<file path="src/rtl/snitch_shared_muldiv_arbiter.sv">
// Shares one MULDIV accelerator among NrCores cores: round-robin request
// arbitration with backpressure lock, per-core credit limit, and a one-entry
// response register that routes results back to the issuing core.
// Optional contention counter: define SNITCH_MULDIV_ARB_PERF_EN.
module snitch_shared_muldiv_arbiter #(
  parameter int unsigned NrCores        = 8,
  parameter int unsigned DataWidth      = 32,
  parameter int unsigned IdWidth        = 5,
  parameter int unsigned MaxOutstanding = 4,
  localparam int unsigned CoreIdxW      = (NrCores > 1) ? $clog2(NrCores) : 1
) (
  input  logic                          clk_i,
  input  logic                          rst_i,
  input  logic [NrCores-1:0]            core_qvalid_i,
  output logic [NrCores-1:0]            core_qready_o,
  input  logic [NrCores*32-1:0]         core_qop_i,
  input  logic [NrCores*DataWidth-1:0]  core_qarga_i,
  input  logic [NrCores*DataWidth-1:0]  core_qargb_i,
  input  logic [NrCores*IdWidth-1:0]    core_qid_i,
  output logic                          muldiv_qvalid_o,
  input  logic                          muldiv_qready_i,
  output logic [31:0]                   muldiv_qop_o,
  output logic [DataWidth-1:0]          muldiv_qarga_o,
  output logic [DataWidth-1:0]          muldiv_qargb_o,
  output logic [CoreIdxW+IdWidth-1:0]   muldiv_qid_o,
  input  logic                          muldiv_pvalid_i,
  output logic                          muldiv_pready_o,
  input  logic [DataWidth-1:0]          muldiv_pdata_i,
  input  logic [CoreIdxW+IdWidth-1:0]   muldiv_pid_i,
  output logic [NrCores-1:0]            core_pvalid_o,
  input  logic [NrCores-1:0]            core_pready_i,
  output logic [DataWidth-1:0]          core_pdata_o,
  output logic [IdWidth-1:0]            core_pid_o,
  output logic [31:0]                   perf_conflict_o
);

  localparam int unsigned CntW = $clog2(MaxOutstanding + 1);

  logic [NrCores-1:0][31:0]          qop;
  logic [NrCores-1:0][DataWidth-1:0] qarga, qargb;
  logic [NrCores-1:0][IdWidth-1:0]   qid;

  logic [CoreIdxW-1:0]          rr_q, lock_idx_q, gnt_idx, gnt_lo, gnt_hi;
  logic                         lock_q, lo_found, hi_found;
  logic [NrCores-1:0]           elig;
  logic [NrCores-1:0][CntW-1:0] cnt_q, cnt_d;
  logic                         req_hs, core_hs, resp_legal, resp_capture;
  logic [CoreIdxW-1:0]          resp_pidx;

  logic                         resp_valid_q;
  logic [CoreIdxW-1:0]          resp_idx_q;
  logic [IdWidth-1:0]           resp_id_q;
  logic [DataWidth-1:0]         resp_data_q;

  assign qop   = core_qop_i;
  assign qarga = core_qarga_i;
  assign qargb = core_qargb_i;
  assign qid   = core_qid_i;

  // Eligibility: valid request and a free credit slot.
  always_comb begin
    for (int i = 0; i < NrCores; i++) begin
      elig[i] = core_qvalid_i[i] && (cnt_q[i] < CntW'(MaxOutstanding));
    end
  end

  // Round-robin pick: first eligible at or above rr_q, else lowest eligible.
  always_comb begin
    lo_found = 1'b0;
    hi_found = 1'b0;
    gnt_lo   = '0;
    gnt_hi   = '0;
    for (int i = 0; i < NrCores; i++) begin
      if (elig[i] && !lo_found) begin
        lo_found = 1'b1;
        gnt_lo   = CoreIdxW'(i);
      end
      if (elig[i] && !hi_found && (CoreIdxW'(i) >= rr_q)) begin
        hi_found = 1'b1;
        gnt_hi   = CoreIdxW'(i);
      end
    end
    gnt_idx = lock_q ? lock_idx_q : (hi_found ? gnt_hi : gnt_lo);
  end

  assign muldiv_qvalid_o = !rst_i && (lock_q ? elig[lock_idx_q] : lo_found);
  assign muldiv_qop_o    = qop[gnt_idx];
  assign muldiv_qarga_o  = qarga[gnt_idx];
  assign muldiv_qargb_o  = qargb[gnt_idx];
  assign muldiv_qid_o    = {gnt_idx, qid[gnt_idx]};
  assign req_hs          = muldiv_qvalid_o && muldiv_qready_i;

  // Ready goes only to the granted core.
  always_comb begin
    core_qready_o          = '0;
    core_qready_o[gnt_idx] = muldiv_qvalid_o && muldiv_qready_i;
  end

  // Response side: one-entry register, refillable in the cycle it drains.
  assign resp_pidx       = muldiv_pid_i[CoreIdxW+IdWidth-1 -: CoreIdxW];
  assign resp_legal      = (32'(resp_pidx) < NrCores);
  assign core_hs         = resp_valid_q && core_pready_i[resp_idx_q];
  assign muldiv_pready_o = !resp_valid_q || core_hs;
  assign resp_capture    = muldiv_pvalid_i && muldiv_pready_o && resp_legal;
  assign core_pvalid_o   = NrCores'(resp_valid_q) << resp_idx_q;
  assign core_pdata_o    = resp_data_q;
  assign core_pid_o      = resp_id_q;

  // Credit update: +1 on issue, -1 on delivery, saturating at zero.
  always_comb begin
    for (int i = 0; i < NrCores; i++) begin
      cnt_d[i] = cnt_q[i];
      if (req_hs && (gnt_idx == CoreIdxW'(i)) && !(core_pvalid_o[i] && core_pready_i[i])) begin
        cnt_d[i] = cnt_q[i] + 1'b1;
      end else if (!(req_hs && (gnt_idx == CoreIdxW'(i))) && core_pvalid_o[i] &&
                   core_pready_i[i] && (cnt_q[i] != '0)) begin
        cnt_d[i] = cnt_q[i] - 1'b1;
      end
    end
  end

  // Arbiter pointer, lock, credits and response register.
  always_ff @(posedge clk_i or posedge rst_i) begin
    if (rst_i) begin
      rr_q         <= '0;
      lock_q       <= 1'b0;
      lock_idx_q   <= '0;
      cnt_q        <= '0;
      resp_valid_q <= 1'b0;
      resp_idx_q   <= '0;
      resp_id_q    <= '0;
      resp_data_q  <= '0;
    end else begin
      cnt_q  <= cnt_d;
      lock_q <= muldiv_qvalid_o && !muldiv_qready_i;
      if (muldiv_qvalid_o && !muldiv_qready_i) lock_idx_q <= gnt_idx;
      if (req_hs) begin
        rr_q <= (gnt_idx == CoreIdxW'(NrCores - 1)) ? '0 : gnt_idx + 1'b1;
      end
      if (resp_capture) begin
        resp_valid_q <= 1'b1;
        resp_idx_q   <= resp_pidx;
        resp_id_q    <= muldiv_pid_i[IdWidth-1:0];
        resp_data_q  <= muldiv_pdata_i;
      end else if (core_hs) begin
        resp_valid_q <= 1'b0;
      end
    end
  end

`ifdef SNITCH_MULDIV_ARB_PERF_EN
  logic [31:0] perf_q;
  logic        seen_one, seen_two;

  // Detect two or more simultaneously eligible cores.
  always_comb begin
    seen_one = 1'b0;
    seen_two = 1'b0;
    for (int i = 0; i < NrCores; i++) begin
      if (elig[i]) begin
        seen_two = seen_two || seen_one;
        seen_one = 1'b1;
      end
    end
  end

  // Wrapping contention counter.
  always_ff @(posedge clk_i or posedge rst_i) begin
    if (rst_i) perf_q <= '0;
    else if (seen_two) perf_q <= perf_q + 32'd1;
  end

  assign perf_conflict_o = perf_q;
`else
  assign perf_conflict_o = '0;
`endif

`ifndef SYNTHESIS
  a_lock_hold: assert property (@(posedge clk_i) disable iff (rst_i)
    lock_q |-> core_qvalid_i[lock_idx_q]);
  a_no_underflow: assert property (@(posedge clk_i) disable iff (rst_i)
    core_hs |-> ((cnt_q[resp_idx_q] != '0) || (req_hs && (gnt_idx == resp_idx_q))));
  a_legal_resp_idx: assert property (@(posedge clk_i) disable iff (rst_i)
    (muldiv_pvalid_i && muldiv_pready_o) |-> resp_legal);
`endif

endmodule

</file>
<file path="config.mk">
export PLATFORM = sky130hd
export DESIGN_NAME = snitch_shared_muldiv_arbiter
export DESIGN_NICKNAME = d
export VERILOG_FILES = /design/src/rtl/snitch_shared_muldiv_arbiter.sv
export SDC_FILE = /design/constraint.sdc
export NUM_CORES = 1
export LEC_CHECK = 0
export BUFFER_PORTS_ARGS = -buffer_cell sky130_fd_sc_hd__clkbuf_2
export CORE_AREA = 2 2 408 410
export CTS_BUF_LIST = sky130_fd_sc_hd__clkbuf_8
export CTS_CLUSTER_DIAMETER = 60
export CTS_CLUSTER_SIZE = 16
export DETAILED_ROUTE_END_ITERATION = 6
export DIE_AREA = 0 0 410 412
export GPL_TIMING_DRIVEN = 1
export PLACE_DENSITY = 0.35
export RECOVER_POWER = 50
export REMOVE_ABC_BUFFERS = 1
export SYNTH_ARGS = -nofsm -noshare
export SYNTH_HDL_FRONTEND = slang
export SYNTH_SLANG_ARGS = --single-unit
</file>
<file path="constraint.sdc">
create_clock -name clk_i -period 6.9 [get_ports clk_i]
set_input_delay 0.69 -clock clk_i [delete_from_list [all_inputs] [get_ports clk_i]]
set_output_delay 0.69 -clock clk_i [all_outputs]
set_load 0.1 [all_outputs]
</file>
==> results.txt, run 1 <==
----------------------------------------------------
[Run status]
  Outcome ... finished, violations left
  Violations in the final reports ... capacitance limit, slew limit

[Placed design]
  DP Cell Count ... 4616
  Port Buffer Count ... 1026
  Weighted congestion at the end of routability-driven global placement ... 0.9979
  Placed Instance Area ... 19740 um2
  Detailed placer's ending HPWL ... 95990 um

[Critical path]
  CP required ... 6210 ps
  Kind of capture point of the worst setup path ... output pin
  Beginning of the worst register-to-register path ... cnt_q[14]
  R2R setup slack ... 1910 ps
  Reg-to-reg endpoint ... cnt_q[1]
  Max Fanout on Critical Path ... 84
  Path depth of the worst reg2reg path ... 14
  Crit-path slowest cell ... sky130_fd_sc_hd__nor4_1
  Crit-path cells ... nor2b_2, nor4_1, a21oi_1, a211oi_1, nor2_4, inv_8, buf_4, a2111oi_0, nor4_1, clkbuf_2
  Startpoint types ... flip-flop
  Worst Path Arrival ... 5180 ps
  Path type of the worst setup path ... reg2out
  Worst path most repeated cell ... sky130_fd_sc_hd__nor4_1
  Max stage delay on crit path ... 990 ps

[Final layout]
  Layout net count ... 3321
  Utilization after layout ... 12.15%
  Filler cells ... 19.17k
  P&R area growth vs syn ... 63.88%
  Layout Cell Area excl Fill ... 19950 um2
  Final cell count without fillers ... 4651
  FF+latch area ... 1802 um2
  Multi-input gate area ... 9320 um2
  Layout cell share with drive strength beyond 1 ... 46.69%

[Logic synthesis]
  Async set-reset flop share out of synthesis ... 100.0%
  Synth Register Bits ... 72
  Count leader, synth ... sky130_fd_sc_hd__and3_1
  Unique masters post-synth ... 67
  Portion of the post-synthesis area used by sequential elements ... 14.80%
  Number of enable flip-flop cells after synthesis ... 0
  Largest cells by area after synthesis ... sky130_fd_sc_hd__a2111oi_0 29%, sky130_fd_sc_hd__and3_1 21%, sky130_fd_sc_hd__dfrtp_1 15%
  Cell type with the highest aggregate area in the netlist ... sky130_fd_sc_hd__a2111oi_0
  Flip-flop cell with the highest count after synthesis ... sky130_fd_sc_hd__dfrtp_1
  Post-synth top area share ... 29.06%
  Number of synthesis warnings ... 0
  Netlist Area Pre-Place ... 12170 um2
  Cells after synthesis ... 1582
  Most used standard cells in the synthesized netlist ... 406 x sky130_fd_sc_hd__and3_1, 404 x sky130_fd_sc_hd__a2111oi_0, 195 x sky130_fd_sc_hd__clkbuf_1
  Average cell area after synthesis ... 7.695 um2

[Timing]
  Max frequency ... 170.2 MHz
  Final worst path period need ... 5874 ps
  Tightest Pin Transition ... 3800 ps
  Post-route clock skew ... 11.53 ps
  Relative slew slack ... -153.4%
  Final-report hold violation count ... 0
  Endpoints failing setup ... 0
  Post-route fraction of the period consumed by the critical path ... 85.13%
  RSZ-0062 raised after global routing ... false
  Total count of max-transition violations in the final report ... 107
  Setup TNS ... 0 ps

[CTS]
  Total number of clock tree sinks ... 72
  Worst-path clk slew ... 90 ps
  Number of buffers inserted by post-CTS setup repair ... 0
  Root buffer cell ... sky130_fd_sc_hd__clkbuf_8
  Clock buffers created by TritonCTS ... 9
  Number of H-tree levels ... 3
  Clock tree from TritonCTS ... built
  Clock Latency Late Sink ... 370 ps
  Quantity of gates resized following cts ... 0
  Count of hold buffers inserted by post-cts repair ... 0
  Maximum buffer depth of the clock tree ... 2

[Drt]
  Detailed Route WL ... 116600 um
  Antenna-violating nets left ... 0
  Initial detailed-routing violation count ... 1811
  Total number of vias ... 18.30k
  Drt pass-1 iters ... 5
  Routed wire per std cell ... 25.07 um
  Via count normalized by instance count ... 3.935
  Post-route DRC violation count ... 0

[Floorplan]
  Die area ... 168900 um2
  Initial standard-cell utilization of the core ... 7.412%
  Rows ... 149
  Floorplan Core Area ... 164200 um2
  Die height ... 412 um
  Number of I/O pins ... 1059
  Die span in x ... 410 um

[Global routing]
  Total global routing track utilization ... 12.85%
  Antenna violations before repair ... 52
  Total grt overflow ... 0
  Wire length of the first global-routing pass ... 152900 um
  Maximum number of pins on one net before global-route repair ... 157
  Number of global-route vias before repair ... 18.15k

[Job]
  Max-cap violations ... 2

[Hold path]
  Class of the worst hold path ... in2async

----------------------------------------------------
## per-layer routing
| layer | vias to the layer above | track usage, % | wire, um |
|---|---|---|---|
| met3 | 138 | 2.601 | 8346 |
| met4 | 12 | 3.784 | 3146 |
| met2 | 895 | 22.30 | 57430 |
| met5 | - | 0 | 76 |
| li1 | 8351 | - | - |
| met1 | 8905 | 15.91 | 47620 |
## critical path, delay by kind of cell, from the launching register on
family                 cells  cell delay (ps)
and+or+nand+nor            4             1720
DFF                        1              510
AOI/OAI and AO/OA          3             1140
buffers and inverters      3             1370
## cell type report
type / instances / share of cell area (%)
Multi-Input combinational cell: 1248 / 46.71
Timing Repair Buffer: 1088 / 28.66
Tap cell: 2189 / 13.73
Sequential cell: 72 / 9.031
Clock buffer: 10 / 0.6898
Inverter: 20 / 0.4892
Clock inverter: 6 / 0.4641
Antenna cell: 18 / 0.2258
## cell usage in the layout (no fill, tap or decap), drive strengths merged, types with 3 or more instances in the layout
cell type	synthesis	layout
a21o	3	3
o2111ai	5	5
nor3b	6	6
ha	6	6
nand2b	11	11
a32oi	3	3
o21ai	14	14
or3	6	6
mux2i	12	12
nor4	103	103
o211ai	9	9
xor2	3	3
or2	4	4
nor3	18	18
buf	77	61
a41oi	4	4
dfrtp	72	72
clkbuf	196	1037
diode	0	18
nor2b	8	8
fa	8	8
xnor2	4	4
a211oi	5	5
conb	1	32
a21oi	22	22
and3	406	406
nand2	29	29
mux4	4	4
nor2	26	26
inv	20	20
and2	7	7
a22oi	7	7
mux2	47	47
o22ai	5	5
a2111oi	404	404
nand4	4	4
## how the worst max path moves through the flow
stage | slack [ps] | startpoint | to
2_1_floorplan | -9350 | core_qvalid_i[1] | core_qready_o[0]
3_3_place_gp | -680 | core_qvalid_i[3] | muldiv_qop_o[5]
3_5_place_dp | 1100 | core_qvalid_i[1] | muldiv_qargb_o[13]
4_1_cts | 910 | cnt_q[14] | muldiv_qargb_o[13]
5_1_grt | 610 | cnt_q[5] | muldiv_qargb_o[13]
6_report | 1030 | cnt_q[5] | muldiv_qargb_o[13]
## sequential cells by signal, indices dropped and copies added (netlist names)
| name | cells |
|---|---|
| lock_q | 1 |
| cnt_q | 24 |
| core_pdata_o | 32 |
| lock_idx_q | 3 |
| resp_valid_q | 1 |
| resp_idx_q | 3 |
| core_pid_o | 5 |
| rr_q | 3 |
## cell families after synthesis
kind of cell | share of synthesized area, %
fa+ha+maj | 1.932
flops | 14.80
buf+inv | 10.51
xor+xnor | 0.5036
other cells | 0.03080
compound gates | 34.42
simple gates | 31.63
mux | 6.166
## through the flow
stage	setup WS, ps	hold slack, ps
2_1_floorplan	-9350	492.9
3_3_place_gp	-676.4	489.1
3_5_place_dp	1105	495.9
4_1_cts	909.7	211.3
5_1_grt	606.5	309.9
6_report	1026	322.0
Power of run 1 is left out: the tool's default activity adds up to more than one toggle a clock period on the data nets, which glitch-free logic cannot reach.
==> run 2, diff against run 1 <==
--- a/config.mk
+++ b/config.mk
@@ -5,15 +5,16 @@
 export SDC_FILE = /design/constraint.sdc
 export NUM_CORES = 1
 export LEC_CHECK = 0
+export ABC_AREA = 1
 export BUFFER_PORTS_ARGS = -buffer_cell sky130_fd_sc_hd__clkbuf_2
-export CORE_AREA = 2 2 408 410
+export CORE_AREA = 2 2 417 419
 export CTS_BUF_LIST = sky130_fd_sc_hd__clkbuf_8
 export CTS_CLUSTER_DIAMETER = 60
 export CTS_CLUSTER_SIZE = 16
 export DETAILED_ROUTE_END_ITERATION = 6
-export DIE_AREA = 0 0 410 412
+export DIE_AREA = 0 0 419 421
 export GPL_TIMING_DRIVEN = 1
-export PLACE_DENSITY = 0.35
+export PLACE_DENSITY = 0.36
 export RECOVER_POWER = 50
 export REMOVE_ABC_BUFFERS = 1
 export SYNTH_ARGS = -nofsm -noshare
==> results.txt, run 2 <==
----------------------------------------------------
[Placed design]
  Placed Instance Area ... 22750 um2 (+15%)
  Port Buffer Count ... 1026 (unchanged)
  Weighted congestion at the end of routability-driven global placement ... 0.8778 (-12%)
  Detailed placer's ending HPWL ... 90400 um (-5.8%)

[Final layout]
  Flip-flop count of the largest register after layout ... 32 (unchanged)
  Layout Cell Area excl Fill ... 22940 um2 (+15%)
  P&R area growth vs syn ... 50.90%
  Leading cell type in the layout, fill and taps excluded ... sky130_fd_sc_hd__clkbuf_2
  Filler cells ... 20.63k (+7.6%)
  Layout cell share with drive strength beyond 1 ... 29.63% (-17 points)
  Commonest cells after routing, fill and taps aside ... 981 x sky130_fd_sc_hd__clkbuf_2, 843 x sky130_fd_sc_hd__nand2_1, 727 x sky130_fd_sc_hd__inv_1
  Layout net count ... 4681 (+41%)

[Critical path]
  Max stage delay on crit path ... 570 ps (-420 ps)
  Buffers plus inverters on the worst setup path ... 3 (unchanged)
  Path type of the worst setup path ... reg2out
  Worst Path Arrival ... 4390 ps (-790 ps)
  Beginning of the worst register-to-register path ... rr_q[2]
  Kind of capture point of the worst setup path ... output pin
  Reg-to-reg endpoint ... cnt_q[5]
  Startpoint types ... flip-flop
  Crit-path cells ... nor2_2, nand2_1, nor2_4, nor2_4, nand3b_1, nand3_1, nor2_1, nand2_8, nand2_4, buf_12, nand2_1, nand3_1, nand2_1, inv_1, nand2_1, clkbuf_2
  CP required ... 6210 ps (about the same)
  R2R setup slack ... 2400 ps (+490 ps)
  Max Fanout on Critical Path ... 91 (+8.3%)
  Crit-path slowest cell ... sky130_fd_sc_hd__nand2_4
  Kind of cell adding the most delay to the critical path ... simple AND/OR/NAND/NOR gates
  Worst path most repeated cell ... sky130_fd_sc_hd__nand2_1
  Path depth of the worst reg2reg path ... 20 (+6)

[Drt]
  Routed wire per std cell ... 17.44 um (-30%)
  Drt pass-1 iters ... 7 (+2)
  Via count normalized by instance count ... 3.453 (-12%)
  Detailed Route WL ... 107000 um (-8.2%)
  Initial detailed-routing violation count ... 1462 (-19%)
  Total number of vias ... 21.19k (+16%)
  Antenna-violating nets left ... 0 (unchanged)
  Post-route DRC violation count ... 1 (+1)

[Hold path]
  Hold EP ... cnt_q[5]
  Origin of the worst min-delay path ... cnt_q[5]
  Class of the worst hold path ... reg2reg
  Depth of the worst hold-timing path ... 2

[Logic synthesis]
  Portion of the post-synthesis area used by sequential elements ... 11.85% (-2.9 points)
  Largest cells by area after synthesis ... sky130_fd_sc_hd__nand2_1 21%, sky130_fd_sc_hd__nand3_1 18%, sky130_fd_sc_hd__inv_1 18%
  Most used standard cells in the synthesized netlist ... 845 x sky130_fd_sc_hd__nand2_1, 727 x sky130_fd_sc_hd__inv_1, 559 x sky130_fd_sc_hd__nand3_1
  Flip-flop cell with the highest count after synthesis ... sky130_fd_sc_hd__dfrtp_1
  Count leader, synth ... sky130_fd_sc_hd__nand2_1
  Netlist Area Pre-Place ... 15200 um2 (+25%)
  Average cell area after synthesis ... 5.230 um2 (-32%)
  Async set-reset flop share out of synthesis ... 100.0% (unchanged)
  Cells after synthesis ... 2907 (+84%)
  Number of enable flip-flop cells after synthesis ... 0 (unchanged)
  Synth Register Bits ... 72 (unchanged)
  Cell type with the highest aggregate area in the netlist ... sky130_fd_sc_hd__nand2_1
  Number of synthesis warnings ... 0 (unchanged)
  Unique masters post-synth ... 33 (-51%)
  Post-synth top area share ... 20.86% (-8.2 points)

[Global routing]
  Total grt overflow ... 0 (unchanged)
  Number of global-route vias before repair ... 20.23k (+11%)
  Antenna violations before repair ... 20 (-62%)
  Maximum number of pins on one net before global-route repair ... 146 (-7.0%)
  Total global routing track utilization ... 11.38% (-1.5 points)
  Wire length of the first global-routing pass ... 145600 um (-4.8%)

[CTS]
  Quantity of gates resized following cts ... 0 (unchanged)
  Number of H-tree levels ... 3 (unchanged)
  Count of hold buffers inserted by post-cts repair ... 0 (unchanged)
  Clock tree from TritonCTS ... built
  Number of buffers inserted by post-CTS setup repair ... 0 (unchanged)
  Total number of clock tree sinks ... 72 (unchanged)
  Root buffer cell ... sky130_fd_sc_hd__clkbuf_8
  Clock Latency Late Sink ... 380 ps (about the same)
  Maximum buffer depth of the clock tree ... 2 (unchanged)
  Clock buffers created by TritonCTS ... 9 (unchanged)
  Worst-path clk slew ... 90 ps (about the same)

[Floorplan]
  Die height ... 421 um (+2.2%)
  Rows ... 153 (+2.7%)
  Floorplan Core Area ... 172500 um2 (+5.0%)
  Number of I/O pins ... 1059 (unchanged)
  Die area ... 176400 um2 (+4.4%)
  Die span in x ... 419 um (+2.2%)
  Initial standard-cell utilization of the core ... 8.814% (+1.4 points)

[Job]
  Max-cap violations ... 2 (unchanged)

[Timing]
  Post-route fraction of the period consumed by the critical path ... 73.56% (-12 points)
  RSZ-0062 raised after global routing ... false
  Total count of max-transition violations in the final report ... 80 (-25%)
  Endpoints failing setup ... 0 (unchanged)
  Relative slew slack ... -100.1% (+53 points)
  Fin Hold WS ... 497.2 ps (+175.2 ps)
  Final-report hold violation count ... 0 (unchanged)
  Max frequency ... 197.0 MHz (+16%)
  Final worst path period need ... 5076 ps (-797.9 ps)
  Post-route clock skew ... 8.392 ps (-3.140 ps)
  Tightest Pin Transition ... 3001 ps (-799.2 ps)

[Run status]
  Outcome ... finished, violations left
  Violations in the final reports ... DRC, capacitance limit, slew limit

----------------------------------------------------
run 2: area by class of cell:
type | count | area (um2) | area share (%)
Timing Repair Buffer | 1063 | 5499 | 23.97
Inverter | 766 | 2878 | 12.54
Antenna cell | 7 | 17.52 | 0.07635
Tap cell | 2325 | 2909 | 12.68
Clock inverter | 5 | 85.08 | 0.3709
Sequential cell | 72 | 1802 | 7.853
Multi-Input combinational cell | 1887 | 9600 | 41.85
Clock buffer | 11 | 151.4 | 0.6599
run 2: worst max path at each step:
stage,endpoint,slack [ps],from,depth (start not counted)
finish,muldiv_qargb_o[3],1820,rr_q[2],16
floorplan,core_qready_o[0],-14640,lock_idx_q[0],5
CTS,muldiv_qargb_o[3],1680,cnt_q[8],16
global route,muldiv_qid_o[1],1430,rr_q[1],16
detailed placement,muldiv_qargb_o[3],1820,core_qvalid_i[1],16
global placement,muldiv_qargb_o[3],1890,core_qvalid_i[1],16
run 2: tightest hold or removal path: stages, from the launching register on:
cell and delay (ps):
sky130_fd_sc_hd__dfrtp_1 370, sky130_fd_sc_hd__nand2_1 60, sky130_fd_sc_hd__nand2_1 40
run 2: per-layer routing:
layer	vias to the layer above	part of all wire (%)	global-route usage, %
li1	10470	-	-
met1	9885	42	14.20
met2	730	50	20.33
met3	86	6.8	2.316
met4	12	1.4	1.600
met5	-	0.070	0
run 2: metrics by stage:
stage	utilization (%)	std cells	worst slack, ps	setup TNS [ps]
after detailed placement	13.19	6113	1823	0
after global placement	13.19	6113	1890	0
after global routing	13.30	6133	1428	0
after CTS	13.33	6129	1678	0
after floorplan	-	2725	-14640	-1934640
final	13.30	6136	1824	0
run 2: logic make-up (layout without fill, tap and decap cells):
kind of cell | after synthesis | after routing | share of synthesized area [%]
xor gates and xnor gates | 6 | 6 | 0.3456
buffers and inverters | 979 | 1845 | 26.07
and+or+nand+nor | 1772 | 1772 | 56.48
DFF | 72 | 72 | 11.85
muxes | 37 | 37 | 2.741
AOI/OAI and AO/OA | 26 | 26 | 0.9382
other | 1 | 39 | 0.02467
adders and majority gates | 14 | 14 | 1.547
Power of run 2 is left out for the same reason.
==> run 3, diff against run 2 <==
==> constraint.sdc (replaced) <==
create_clock -name clk_i -period 4.67 [get_ports clk_i]
set_input_delay 0.467 -clock clk_i [delete_from_list [all_inputs] [get_ports clk_i]]
set_output_delay 0.467 -clock clk_i [all_outputs]
set_load 0.1 [all_outputs]
==> results.txt, run 3 (synthesis results as in run 2) <==
----------------------------------------------------
[Run status]
  Outcome ... finished, violations left
  Violations in the final reports ... capacitance limit, slew limit

[Final layout]
  Leading cell type in the layout, fill and taps excluded ... sky130_fd_sc_hd__clkbuf_2
  Flip-flop count of the largest register after layout ... 32 (unchanged)
  Commonest cells after routing, fill and taps aside ... 895 x sky130_fd_sc_hd__clkbuf_2, 843 x sky130_fd_sc_hd__nand2_1, 727 x sky130_fd_sc_hd__inv_1
  P&R area growth vs syn ... 58.97%
  Filler cells ... 20.54k (-0.47%)
  Layout net count ... 4691 (+0.21%)
  Layout cell share with drive strength beyond 1 ... 29.76% (+0.13 points)
  Utilization after layout ... 14.01% (+0.71 points)

[Timing]
  Max frequency ... 236.2 MHz
  Endpoints failing setup ... 0 (unchanged)
  Post-route clock skew ... 12.29 ps (+3.894 ps)
  Total count of max-transition violations in the final report ... 73 (-8.8%)
  Final-report hold violation count ... 0 (unchanged)
  Post-route fraction of the period consumed by the critical path ... 90.65%
  Final worst path period need ... 4233 ps
  Relative slew slack ... -30.58% (+69 points)
  Tightest Pin Transition ... 1959 ps (-1042 ps)
  RSZ-0062 raised after global routing ... false

[CTS]
  Clock tree from TritonCTS ... built
  Count of hold buffers inserted by post-cts repair ... 0 (unchanged)
  Clock Latency Late Sink ... 370 ps (about the same)
  Clock buffers created by TritonCTS ... 9 (unchanged)
  Maximum buffer depth of the clock tree ... 2 (unchanged)
  Number of H-tree levels ... 3 (unchanged)
  Total number of clock tree sinks ... 72 (unchanged)
  Root buffer cell ... sky130_fd_sc_hd__clkbuf_8
  Number of buffers inserted by post-CTS setup repair ... 0 (unchanged)
  Quantity of gates resized following cts ... 0 (unchanged)
  Worst-path clk slew ... 90 ps (about the same)

[Placed design]
  Detailed placer's ending HPWL ... 90710 um (+0.35%)
  Weighted congestion at the end of routability-driven global placement ... 0.9079 (+3.4%)
  Port Buffer Count ... 1026 (unchanged)

[Global routing]
  Total global routing track utilization ... 11.48% (+0.096 points)
  Total grt overflow ... 0 (unchanged)
  Wire length of the first global-routing pass ... 147100 um (+1.0%)
  Antenna violations before repair ... 24 (+20%)
  Maximum number of pins on one net before global-route repair ... 142 (-2.7%)
  Number of global-route vias before repair ... 20.27k (+0.21%)

[Drt]
  Routed wire per std cell ... 17.38 um (-0.32%)
  Total number of vias ... 21.05k (-0.67%)
  Drt pass-1 iters ... 6 (-1)
  Post-route DRC violation count ... 0 (-1)
  Initial detailed-routing violation count ... 1412 (-3.4%)
  Detailed Route WL ... 106900 um (-0.13%)
  Antenna-violating nets left ... 0 (unchanged)
  Via count normalized by instance count ... 3.423 (-0.86%)

[Floorplan]
  Die height ... 421 um (unchanged)
  Die area ... 176400 um2 (unchanged)
  Initial standard-cell utilization of the core ... 8.814% (unchanged)
  Die span in x ... 419 um (unchanged)
  Rows ... 153 (unchanged)
  Number of I/O pins ... 1059 (unchanged)
  Floorplan Core Area ... 172500 um2 (unchanged)

[Critical path]
  Path depth of the worst reg2reg path ... 20 (unchanged)
  CP required ... 4200 ps (-2010 ps)
  Kind of capture point of the worst setup path ... output pin
  Beginning of the worst register-to-register path ... rr_q[2]
  Worst Path Arrival ... 3770 ps (-620 ps)
  Path type of the worst setup path ... reg2out
  Max Fanout on Critical Path ... 71 (-22%)
  Crit. Startpoint ... cnt_q[5]
  Startpoint types ... flip-flop

[Job]
  Max-cap violations ... 1 (-1)

[Hold path]
  Origin of the worst min-delay path ... muldiv_pid_i[0]
  Class of the worst hold path ... in2reg
  Depth of the worst hold-timing path ... 2 (unchanged)

----------------------------------------------------
-- run 3: cell count changes in the layout (fill, tap and decap cells not counted), moves of 2 or more --
cell and delta:
sky130_fd_sc_hd__buf_12 +75, sky130_fd_sc_hd__buf_4 +20, sky130_fd_sc_hd__clkbuf_2 -86, sky130_fd_sc_hd__clkinv_4 +2, sky130_fd_sc_hd__diode_2 +2, sky130_fd_sc_hd__inv_6 -2, sky130_fd_sc_hd__inv_8 +2
-- run 3: path summary, 6_finish.rpt --
kind | end | slack [ps]
setup / recovery | muldiv_qargb_o[6] | 440
hold / removal | core_pid_o[0] | 320
setup reg to reg | cnt_q[8] | 1000
hold reg to reg | cnt_q[2] | 500
max in group asynchronous | core_pid_o[2] | 2700
min in group asynchronous | cnt_q[14] | 830
-- run 3: layout make-up --
| type | count | area, um2 | share of cell area [%] |
|---|---|---|---|
| multi-input combinational | 1887 | 9597 | 39.71 |
| timing repair buffer | 1073 | 6724 | 27.82 |
| tap | 2325 | 2909 | 12.04 |
| inverter | 766 | 2878 | 11.91 |
| sequential | 72 | 1802 | 7.455 |
| clock buffer | 10 | 137.6 | 0.5694 |
| clock inverter | 6 | 100.1 | 0.4141 |
| antenna | 9 | 22.52 | 0.09318 |
-- run 3: routing by layer --
metal | global-route usage, % | part of all wire, % | up-vias | routed length (um)
li1 | - | - | 10490 | -
met1 | 13.77 | 40 | 9751 | 42850
met2 | 20.72 | 51 | 717 | 54750
met3 | 2.928 | 7.5 | 67 | 8005
met4 | 1.661 | 1.1 | 16 | 1157
met5 | 0 | 0.099 | - | 106
-- run 3: critical path, cell delays in order (launching register included) --
cell                       delay (ps)
sky130_fd_sc_hd__dfrtp_1          400
sky130_fd_sc_hd__inv_2            120
sky130_fd_sc_hd__nand2_1          120
sky130_fd_sc_hd__nor2_2           250
sky130_fd_sc_hd__nor2_4            80
sky130_fd_sc_hd__nand3b_1          80
sky130_fd_sc_hd__nand3_1           70
sky130_fd_sc_hd__nor2_1           320
sky130_fd_sc_hd__nand2_8           90
sky130_fd_sc_hd__nand2_4          430
sky130_fd_sc_hd__buf_12           320
sky130_fd_sc_hd__nand2_1           90
sky130_fd_sc_hd__nand3_1          280
sky130_fd_sc_hd__nand2_1          110
sky130_fd_sc_hd__inv_2             50
sky130_fd_sc_hd__nand2_1           60
sky130_fd_sc_hd__clkbuf_2         390
-- run 3: through the flow --
step / instance area [um2] / setup WS, ps / instances / TNS, ps / hold WS, ps
2_1_floorplan: 14230 / -16650 / 2725 / -2217850 / 460.5
3_3_place_gp: 23980 / 621.2 / 6123 / 0 / 472.9
3_5_place_dp: 23980 / 607.9 / 6123 / 0 / 478.5
4_1_cts: 24220 / 235.6 / 6139 / 0 / 291.1
5_1_grt: 24170 / 70.27 / 6147 / 0 / 304.2
6_report: 24170 / 436.9 / 6148 / 0 / 320.4
Power of run 3 is left out for the same reason.
